--- src/rtl/ext_mem_uart_loader_pkg.sv ---
// Shared types for the EXT_MEM UART boot loader.
// Sync byte, loader FSM states, UART RX states.
package ext_mem_uart_loader_pkg;

  localparam logic [7:0] LDR_SYNC_BYTE = 8'hA5;

  typedef enum logic [2:0] {
    IDLE,
    ADDR,
    LEN,
    DATA,
    CSUM,
    DONE
  } ldr_state_e;

  typedef enum logic [1:0] {
    RX_IDLE,
    RX_START,
    RX_DATA,
    RX_STOP
  } rx_state_e;

endpackage

--- src/rtl/ext_mem_uart_loader_rx.sv ---
// uart_rx_byte: 8N1 receiver with 2-flop synchronizer.
// Ports: rx_i in; byte_o, byte_vld_o (1 cycle), frame_err_o out.
module uart_rx_byte
  import ext_mem_uart_loader_pkg::*;
#(
  parameter int unsigned CLKS_PER_BIT = 434
) (
  input  logic       clk_i,
  input  logic       rst_ni,
  input  logic       rx_i,
  output logic [7:0] byte_o,
  output logic       byte_vld_o,
  output logic       frame_err_o
);

  localparam int unsigned CW = $clog2(CLKS_PER_BIT);
  localparam logic [CW-1:0] FULL = CW'(CLKS_PER_BIT - 1);
  localparam logic [CW-1:0] HALF = CW'(CLKS_PER_BIT / 2 - 1);

  rx_state_e     st, st_nxt;
  logic          s1, s2, s3;
  logic [CW-1:0] cnt;
  logic [2:0]    idx;
  logic [7:0]    sh;

  assign byte_o = sh;

  always_ff @(posedge clk_i) begin
    if (!rst_ni) st <= RX_IDLE;
    else         st <= st_nxt;
  end

  // s3 is the previous synchronized sample, for edge detection
  always_comb begin
    st_nxt = st;
    unique case (st)
      RX_IDLE:  if (s3 && !s2) st_nxt = RX_START;
      RX_START: if (cnt == HALF) st_nxt = s2 ? RX_IDLE : RX_DATA;
      RX_DATA:  if (cnt == FULL && idx == 3'd7) st_nxt = RX_STOP;
      RX_STOP:  if (cnt == FULL) st_nxt = RX_IDLE;
      default:  st_nxt = RX_IDLE;
    endcase
  end

  always_ff @(posedge clk_i) begin
    if (!rst_ni) begin
      {s1, s2, s3} <= 3'b111;
      cnt          <= '0;
      idx          <= '0;
      sh           <= '0;
      byte_vld_o   <= 1'b0;
      frame_err_o  <= 1'b0;
    end else begin
      s1          <= rx_i;
      s2          <= s1;
      s3          <= s2;
      byte_vld_o  <= 1'b0;
      frame_err_o <= 1'b0;
      unique case (st)
        RX_IDLE: begin
          cnt <= '0;
          idx <= '0;
        end
        RX_START: cnt <= (cnt == HALF) ? '0 : cnt + 1'b1;
        RX_DATA: begin
          if (cnt == FULL) begin
            cnt <= '0;
            idx <= idx + 1'b1;
            sh  <= {s2, sh[7:1]};
          end else begin
            cnt <= cnt + 1'b1;
          end
        end
        RX_STOP: begin
          if (cnt == FULL) begin
            cnt         <= '0;
            byte_vld_o  <= s2;
            frame_err_o <= ~s2;
          end else begin
            cnt <= cnt + 1'b1;
          end
        end
        default: cnt <= '0;
      endcase
    end
  end

endmodule

--- src/rtl/ext_mem_uart_loader.sv ---
// UART boot loader + port mux in front of the TCM; optional EXT_MEM_LOADER_CSUM_EN.
// Ports: clk_i rst_ni rx_i, mst_* pass-through, mem_* to TCM, core_hold_o load_done_o load_err_o.
module ext_mem_uart_loader
  import ext_mem_uart_loader_pkg::*;
#(
  parameter int unsigned CLKS_PER_BIT  = 434,
  parameter logic [31:0] BASE_ADDR     = 32'h1000,
  parameter logic [31:0] MEM_SIZE      = 32'h2_0000,
  parameter int unsigned TIMEOUT_CLKS  = 1_000_000,
  parameter bit          HOLD_AT_RESET = 1'b0
) (
  input  logic                        clk_i,
  input  logic                        rst_ni,
  input  logic                        rx_i,
  input  logic                        mst_en_i,
  input  logic                        mst_we_i,
  input  logic [3:0]                  mst_be_i,
  input  logic [31:0]                 mst_addr_i,
  input  logic [31:0]                 mst_wdata_i,
  output logic [31:0]                 mst_rdata_o,
  output logic                        mem_en_o,
  output logic                        mem_we_o,
  output logic [3:0]                  mem_be_o,
  output logic [$clog2(MEM_SIZE)-1:0] mem_addr_o,
  output logic [31:0]                 mem_wdata_o,
  input  logic [31:0]                 mem_rdata_i,
  output logic                        core_hold_o,
  output logic                        load_done_o,
  output logic                        load_err_o
);

  localparam int unsigned AW = $clog2(MEM_SIZE);

`ifdef EXT_MEM_LOADER_CSUM_EN
  localparam ldr_state_e END_ST = CSUM;
`else
  localparam ldr_state_e END_ST = DONE;
`endif

  logic [7:0]  rx_byte;
  logic        rx_vld, rx_ferr;
  ldr_state_e  state, state_nxt;
  logic [1:0]  bcnt;
  logic [31:0] sh, waddr, off, word, tcnt;
  logic [15:0] nwords;
  logic        wr_pend, timeout;
  logic [AW-1:0] wr_off, mst_off;
  logic [31:0] wr_data;

  uart_rx_byte #(.CLKS_PER_BIT(CLKS_PER_BIT)) u_rx (
    .clk_i       (clk_i),
    .rst_ni      (rst_ni),
    .rx_i        (rx_i),
    .byte_o      (rx_byte),
    .byte_vld_o  (rx_vld),
    .frame_err_o (rx_ferr)
  );

  // fields arrive LE: shift bytes in from the top
  assign word    = {rx_byte, sh[31:8]};
  assign off     = waddr - BASE_ADDR;
  assign mst_off = AW'(mst_addr_i - BASE_ADDR);
  assign timeout = (state != IDLE) && (tcnt == TIMEOUT_CLKS);
  assign mst_rdata_o = mem_rdata_i;

`ifdef EXT_MEM_LOADER_CSUM_EN
  logic [7:0] csum;
  always_ff @(posedge clk_i) begin
    if (!rst_ni)     csum <= '0;
    else if (rx_vld) csum <= (state == IDLE) ? 8'h00 : csum + rx_byte;
  end
`endif

  always_ff @(posedge clk_i) begin
    if (!rst_ni) state <= IDLE;
    else         state <= state_nxt;
  end

  always_comb begin
    state_nxt = state;
    unique case (state)
      IDLE: if (rx_vld && rx_byte == LDR_SYNC_BYTE) state_nxt = ADDR;
      ADDR: if (rx_vld && bcnt == 2'd3) state_nxt = LEN;
      LEN: begin
        if (rx_vld && bcnt == 2'd1)
          state_nxt = (word[31:16] == 16'd0) ? END_ST : DATA;
      end
      DATA: begin
        if (rx_vld && bcnt == 2'd3 && nwords == 16'd1)
          state_nxt = END_ST;
      end
`ifdef EXT_MEM_LOADER_CSUM_EN
      CSUM: if (rx_vld) state_nxt = (rx_byte == csum) ? DONE : IDLE;
`else
      CSUM: state_nxt = IDLE;
`endif
      DONE: state_nxt = IDLE;
      default: state_nxt = IDLE;
    endcase
    if (timeout) state_nxt = IDLE;
  end

  always_ff @(posedge clk_i) begin
    if (!rst_ni) begin
      bcnt        <= '0;
      sh          <= '0;
      waddr       <= '0;
      nwords      <= '0;
      tcnt        <= '0;
      wr_pend     <= 1'b0;
      wr_off      <= '0;
      wr_data     <= '0;
      load_done_o <= 1'b0;
      load_err_o  <= 1'b0;
    end else begin
      wr_pend <= 1'b0;
      tcnt    <= (state == IDLE || rx_vld) ? '0 : tcnt + 1;
      if (rx_ferr || timeout) load_err_o <= 1'b1;
      if (state == DONE) load_done_o <= 1'b1;
      if (rx_vld) begin
        sh   <= word;
        bcnt <= bcnt + 1'b1;
        unique case (state)
          IDLE: bcnt <= '0;
          ADDR: begin
            if (bcnt == 2'd3) begin
              waddr <= {word[31:2], 2'b00};
              bcnt  <= '0;
            end
          end
          LEN: begin
            if (bcnt == 2'd1) begin
              nwords <= word[31:16];
              bcnt   <= '0;
            end
          end
          DATA: begin
            if (bcnt == 2'd3) begin
              bcnt   <= '0;
              nwords <= nwords - 1'b1;
              waddr  <= waddr + 32'd4;
              // off wraps huge below BASE_ADDR, so one compare covers both ends
              if (off < MEM_SIZE) begin
                wr_pend <= 1'b1;
                wr_off  <= off[AW-1:0];
                wr_data <= word;
              end else begin
                load_err_o <= 1'b1;
              end
            end
          end
`ifdef EXT_MEM_LOADER_CSUM_EN
          CSUM: if (rx_byte != csum) load_err_o <= 1'b1;
`endif
          default: ;
        endcase
      end
    end
  end

  always_comb begin
    mem_en_o    = wr_pend;
    mem_we_o    = wr_pend;
    mem_be_o    = 4'hF;
    mem_addr_o  = wr_off;
    mem_wdata_o = wr_data;
    core_hold_o = (state != DONE);
    if (state == IDLE) begin
      mem_en_o    = mst_en_i;
      mem_we_o    = mst_we_i;
      mem_be_o    = mst_be_i;
      mem_addr_o  = mst_off;
      mem_wdata_o = mst_wdata_i;
      core_hold_o = HOLD_AT_RESET && !load_done_o;
    end
  end

endmodule
--- config.mk ---
export PLATFORM = sky130hd
export DESIGN_NAME = ext_mem_uart_loader
export DESIGN_NICKNAME = d
export VERILOG_FILES = /design/src/rtl/ext_mem_uart_loader_pkg.sv /design/src/rtl/ext_mem_uart_loader_rx.sv /design/src/rtl/ext_mem_uart_loader.sv
export SDC_FILE = /design/constraint.sdc
export NUM_CORES = 1
export LEC_CHECK = 0
export ABC_AREA = 1
export BUFFER_PORTS_ARGS = -buffer_cell sky130_fd_sc_hd__buf_2
export CAP_MARGIN = 20
export CORE_MARGIN = 2
export CORE_UTILIZATION = 36
export DETAILED_ROUTE_END_ITERATION = 8
export PLACE_DENSITY_LB_ADDON = 0.15
export SYNTH_ARGS = -nofsm -noshare
export SYNTH_HDL_FRONTEND = slang
export SYNTH_HIERARCHICAL = 1
export SYNTH_SLANG_ARGS = --single-unit
--- constraint.sdc ---
create_clock -name clk_i -period 3.3 [get_ports clk_i]
set_input_delay 0.66 -clock clk_i [delete_from_list [all_inputs] [get_ports clk_i]]
set_output_delay 0.66 -clock clk_i [all_outputs]
set_load 0.03 [all_outputs]
==> results.md <==
- Total GRT Usage: approximately 18%
- Fin. Hold Viols: 0
- Final Instance Area: between 10,000 and 15,000 um2
- R2r endpoint: wr_data[21]
- H-tree depth: 4
- Grt ovf: 0
- Hold Path Class: in -> reg
- Flop2flop setup slack: roughly 0.62 ns
- Least-Margin Pin Slew: 0.712 ns
- Slowest CP cell: dfxtp_1
- Element type at the critical path end: register
- Yosys reg bits: roughly 180
- CTS Hold Bufs: 0
- # clock sinks: about 180
- Startpoint Class: register
- Leakage Power: 5.31 nW
- Worst Path Max Fanout: 27
- Number of library cell types mapped by synthesis: 41
- Final clock skew: around 0.019 ns
- Die Ht: ~170 um
- Vias in the first global route: about 9,000
- EDFF count, synth: 0
- Largest net degree at the start of global routing: slightly above 70
- Synth Instances: 1,641
- Starting Density: 36.5%
- Status: complete, no violations
- Critical path's top delay family: simple AND/OR/NAND/NOR gates
- Asr flop ratio synth: 0%
- Initial drt markers: roughly 700
- Worst setup path endpoint: wr_data[21]
- Post-DP Area: 11,200 um2
- Fin Hold WS: around 0.4 ns
- Worst-path clk slew: about 0.08 ns
- WP data required: ~3.7 ns
- # resized after CTS: 0
- FF+latch area: 3680 um2
- Total routed wirelength: about 28 mm
- DR pass1 iterations: 6
- R2r startpoint: waddr[12]
- Post-Syn Area: 10,500 um2
- Ys flop type: dfxtp_1
- Max-slew violations: 0
- Slowest stage delay, CP: about 0.36 ns
- Fill count: 3,123
- HPWL after detailed placement: 20.0 mm
- Root Buffer: clkbuf_16
- CTS tree: done
- Period utilization: 81.2%
- Clock buffer depth: 2
- Syn nets: around 1,800
- Register area share after synthesis: 35.2%
- PwrDens: around 390 nW/um2
- Antenna Violating Nets Remaining: 0
- Worst-Skew Late Latency: about 0.45 ns
- Syn Area/Cell: ~6.4 um2
- Crit path DAT: 3.06 ns
- Total Neg Setup Slack: 0 ns
- Final Power: 4.59 mW
- Critical path class: reg -> reg
- CP Launch Point: waddr[12]
- Slew HR: between 50% and 60%
- Cells on worst reg2reg path: 15
- Final setup viols: 0
- DR vias/cell: roughly 4.7
- Die area: ~30,000 um2
- Maximum VDD drop: 0.252 mV
- Synth-to-layout area growth: 12.5%
- Multi-input gate area: ~5500 um2
- Nets: 1,816
- Antenna violations before repair: 0
- IO Count: ~200
- First-pass GRT wire length: 45.5 mm
- RSZ-0062 raised after global routing: no
- CP Buf/Inv Count: 3
- Post-CTS setup buffers: 0
- Max-cap violations: 0
- Via count: roughly 9,900
- Fin crit period: roughly 2.7 ns
- Number of remaining DRC errors: 0
- Core Box Area: roughly 29,000 um2
- N_diodes: 0
- Share of layout cells above drive strength 1: 13.3%
- Port-buffer cells: 115
- Yosys warns: 6
- TritonCTS Buffers: 17
- Crit path depth: 15
- Max Freq: 373 MHz
- Critical path's most frequent cell: nand2_1
- Cell chain of the critical path: inv_1 -> ha_1 -> nand2_1 -> nor2_4 -> nand3_1 -> nand2_1 -> nand2_1 -> nor2_1 -> inv_1 -> nor2_1 -> nand3_4 -> buf_12 -> nand2_1 -> nand2_1 -> nor2_1
- DR WL/cell: ~13 um
- Routability cong.: between 0.8 and 0.9
- Chip width: between 150 and 200 um
- Row count: just over 60
power by group:
group	total, mW	switching (mW)	internal [mW]
registers	2.23	0.00448	2.22
logic	0.250	0.167	0.0826
clock network	2.11	1.07	1.04
total	4.59	1.24	3.35
worst register-to-register path, cell delays in order, from the launching register on:
cell     delay, ns
dfxtp_1       0.36
inv_1         0.12
ha_1          0.29
nand2_1       0.13
nor2_4        0.20
nand3_1       0.10
nand2_1       0.10
nand2_1       0.06
nor2_1        0.14
inv_1         0.05
nor2_1        0.18
nand3_4       0.36
buf_12        0.33
nand2_1       0.07
nand2_1       0.04
nor2_1        0.11
area by class of cell:
| class | instances | share of cell area, % |
|---|---|---|
| multi-input cells | 1145 | 46.4 |
| clock inverters | 15 | 1.66 |
| clock buffers | 17 | 3.61 |
| repair buffers | 131 | 6.14 |
| inverters | 216 | 6.88 |
| flip-flops and latches | 184 | 31.3 |
| well taps | 384 | 4.08 |
logic make-up (layout without fill, tap and decap cells):
logic type                 count (synthesis)  in the layout  share of synthesized area (%)
and+or+nand+nor                          831            831                           33.9
DFF                                      184            184                           35.2
xor gates and xnor gates                  29             29                           2.42
AOI/OAI and AO/OA                        269            269                           13.8
buffers and inverters                    312            379                           12.8
adders and majority gates                 16             16                           1.91
state kept, by name, summed over array words and instances (netlist names), 3 cells and up:
| register | count |
|---|---|
| sh | 24 |
| tcnt | 32 |
| wr_data | 32 |
| nwords | 16 |
| waddr | 30 |
| state | 3 |
| u_rx/idx | 3 |
| u_rx/cnt | 9 |
| u_rx/byte_o | 8 |
| wr_off | 15 |
Yosys cell counts, types with 7 or more instances:
cell type,instances,area share [%]
a21oi_1,70,3.3
a31oi_1,24,1.4
buf_4,35,2.5
clkbuf_1,45,1.6
dfxtp_1,184,35
ha_1,16,1.9
inv_1,209,7.5
inv_2,7,0.25
nand2_1,391,14
nand3_1,62,3.0
nand4_1,27,1.6
nor2_1,248,8.9
nor2_2,25,1.5
nor2_4,8,0.86
nor3_1,30,1.4
nor3b_1,10,0.72
nor4_1,11,0.66
o21ai_0,143,6.8
o21ai_1,9,0.43
or2_2,11,0.66
xnor2_1,8,0.67
xor2_1,21,1.8
per-layer routing:
metal	wire (um)	GRT usage, %	up-vias
met5	0	0	-
met4	354	4.97	0
met3	932	2.81	18
met2	12900	29.8	158
met1	13300	24.9	4467
li1	-	-	5286
layout by cell type (no fill, tap or decap), types with 15 or more instances in the layout:
master       n
nand3_1     62
dfxtp_1    184
o21ai_0    143
nor3_1      30
a31oi_1     24
buf_4       15
nor2_1     246
inv_1      209
nor2_2      26
nand4_1     27
clkbuf_16   17
ha_1        16
buf_2      114
a21oi_1     70
xor2_1      21
nand2_1    391
stage by stage:
stage	setup WS [ns]	instances	util (%)
2_1_floorplan	0.878	1641	-
3_3_place_gp	0.618	2060	38.9
3_5_place_dp	0.635	2060	38.9
4_1_cts	0.581	2092	41.1
5_1_grt	0.307	2092	41.1
6_report	0.620	2092	41.1
how the worst min path moves through the flow:
| stage | slack (ns) | cells past startpoint | startpoint | end |
|---|---|---|---|---|
| after detailed placement | 0.40 | 1 | u_rx/s1 | u_rx/s2 |
| after CTS | 0.38 | 2 | rx_i | u_rx/s1 |
| after global routing | 0.39 | 2 | rx_i | u_rx/s1 |
| after floorplan | 0.39 | 1 | u_rx/s1 | u_rx/s2 |
| after global placement | 0.40 | 1 | u_rx/s1 | u_rx/s2 |
| final | 0.39 | 2 | rx_i | u_rx/s1 |
No activity file was read; power rests on OpenSTA's default activity.
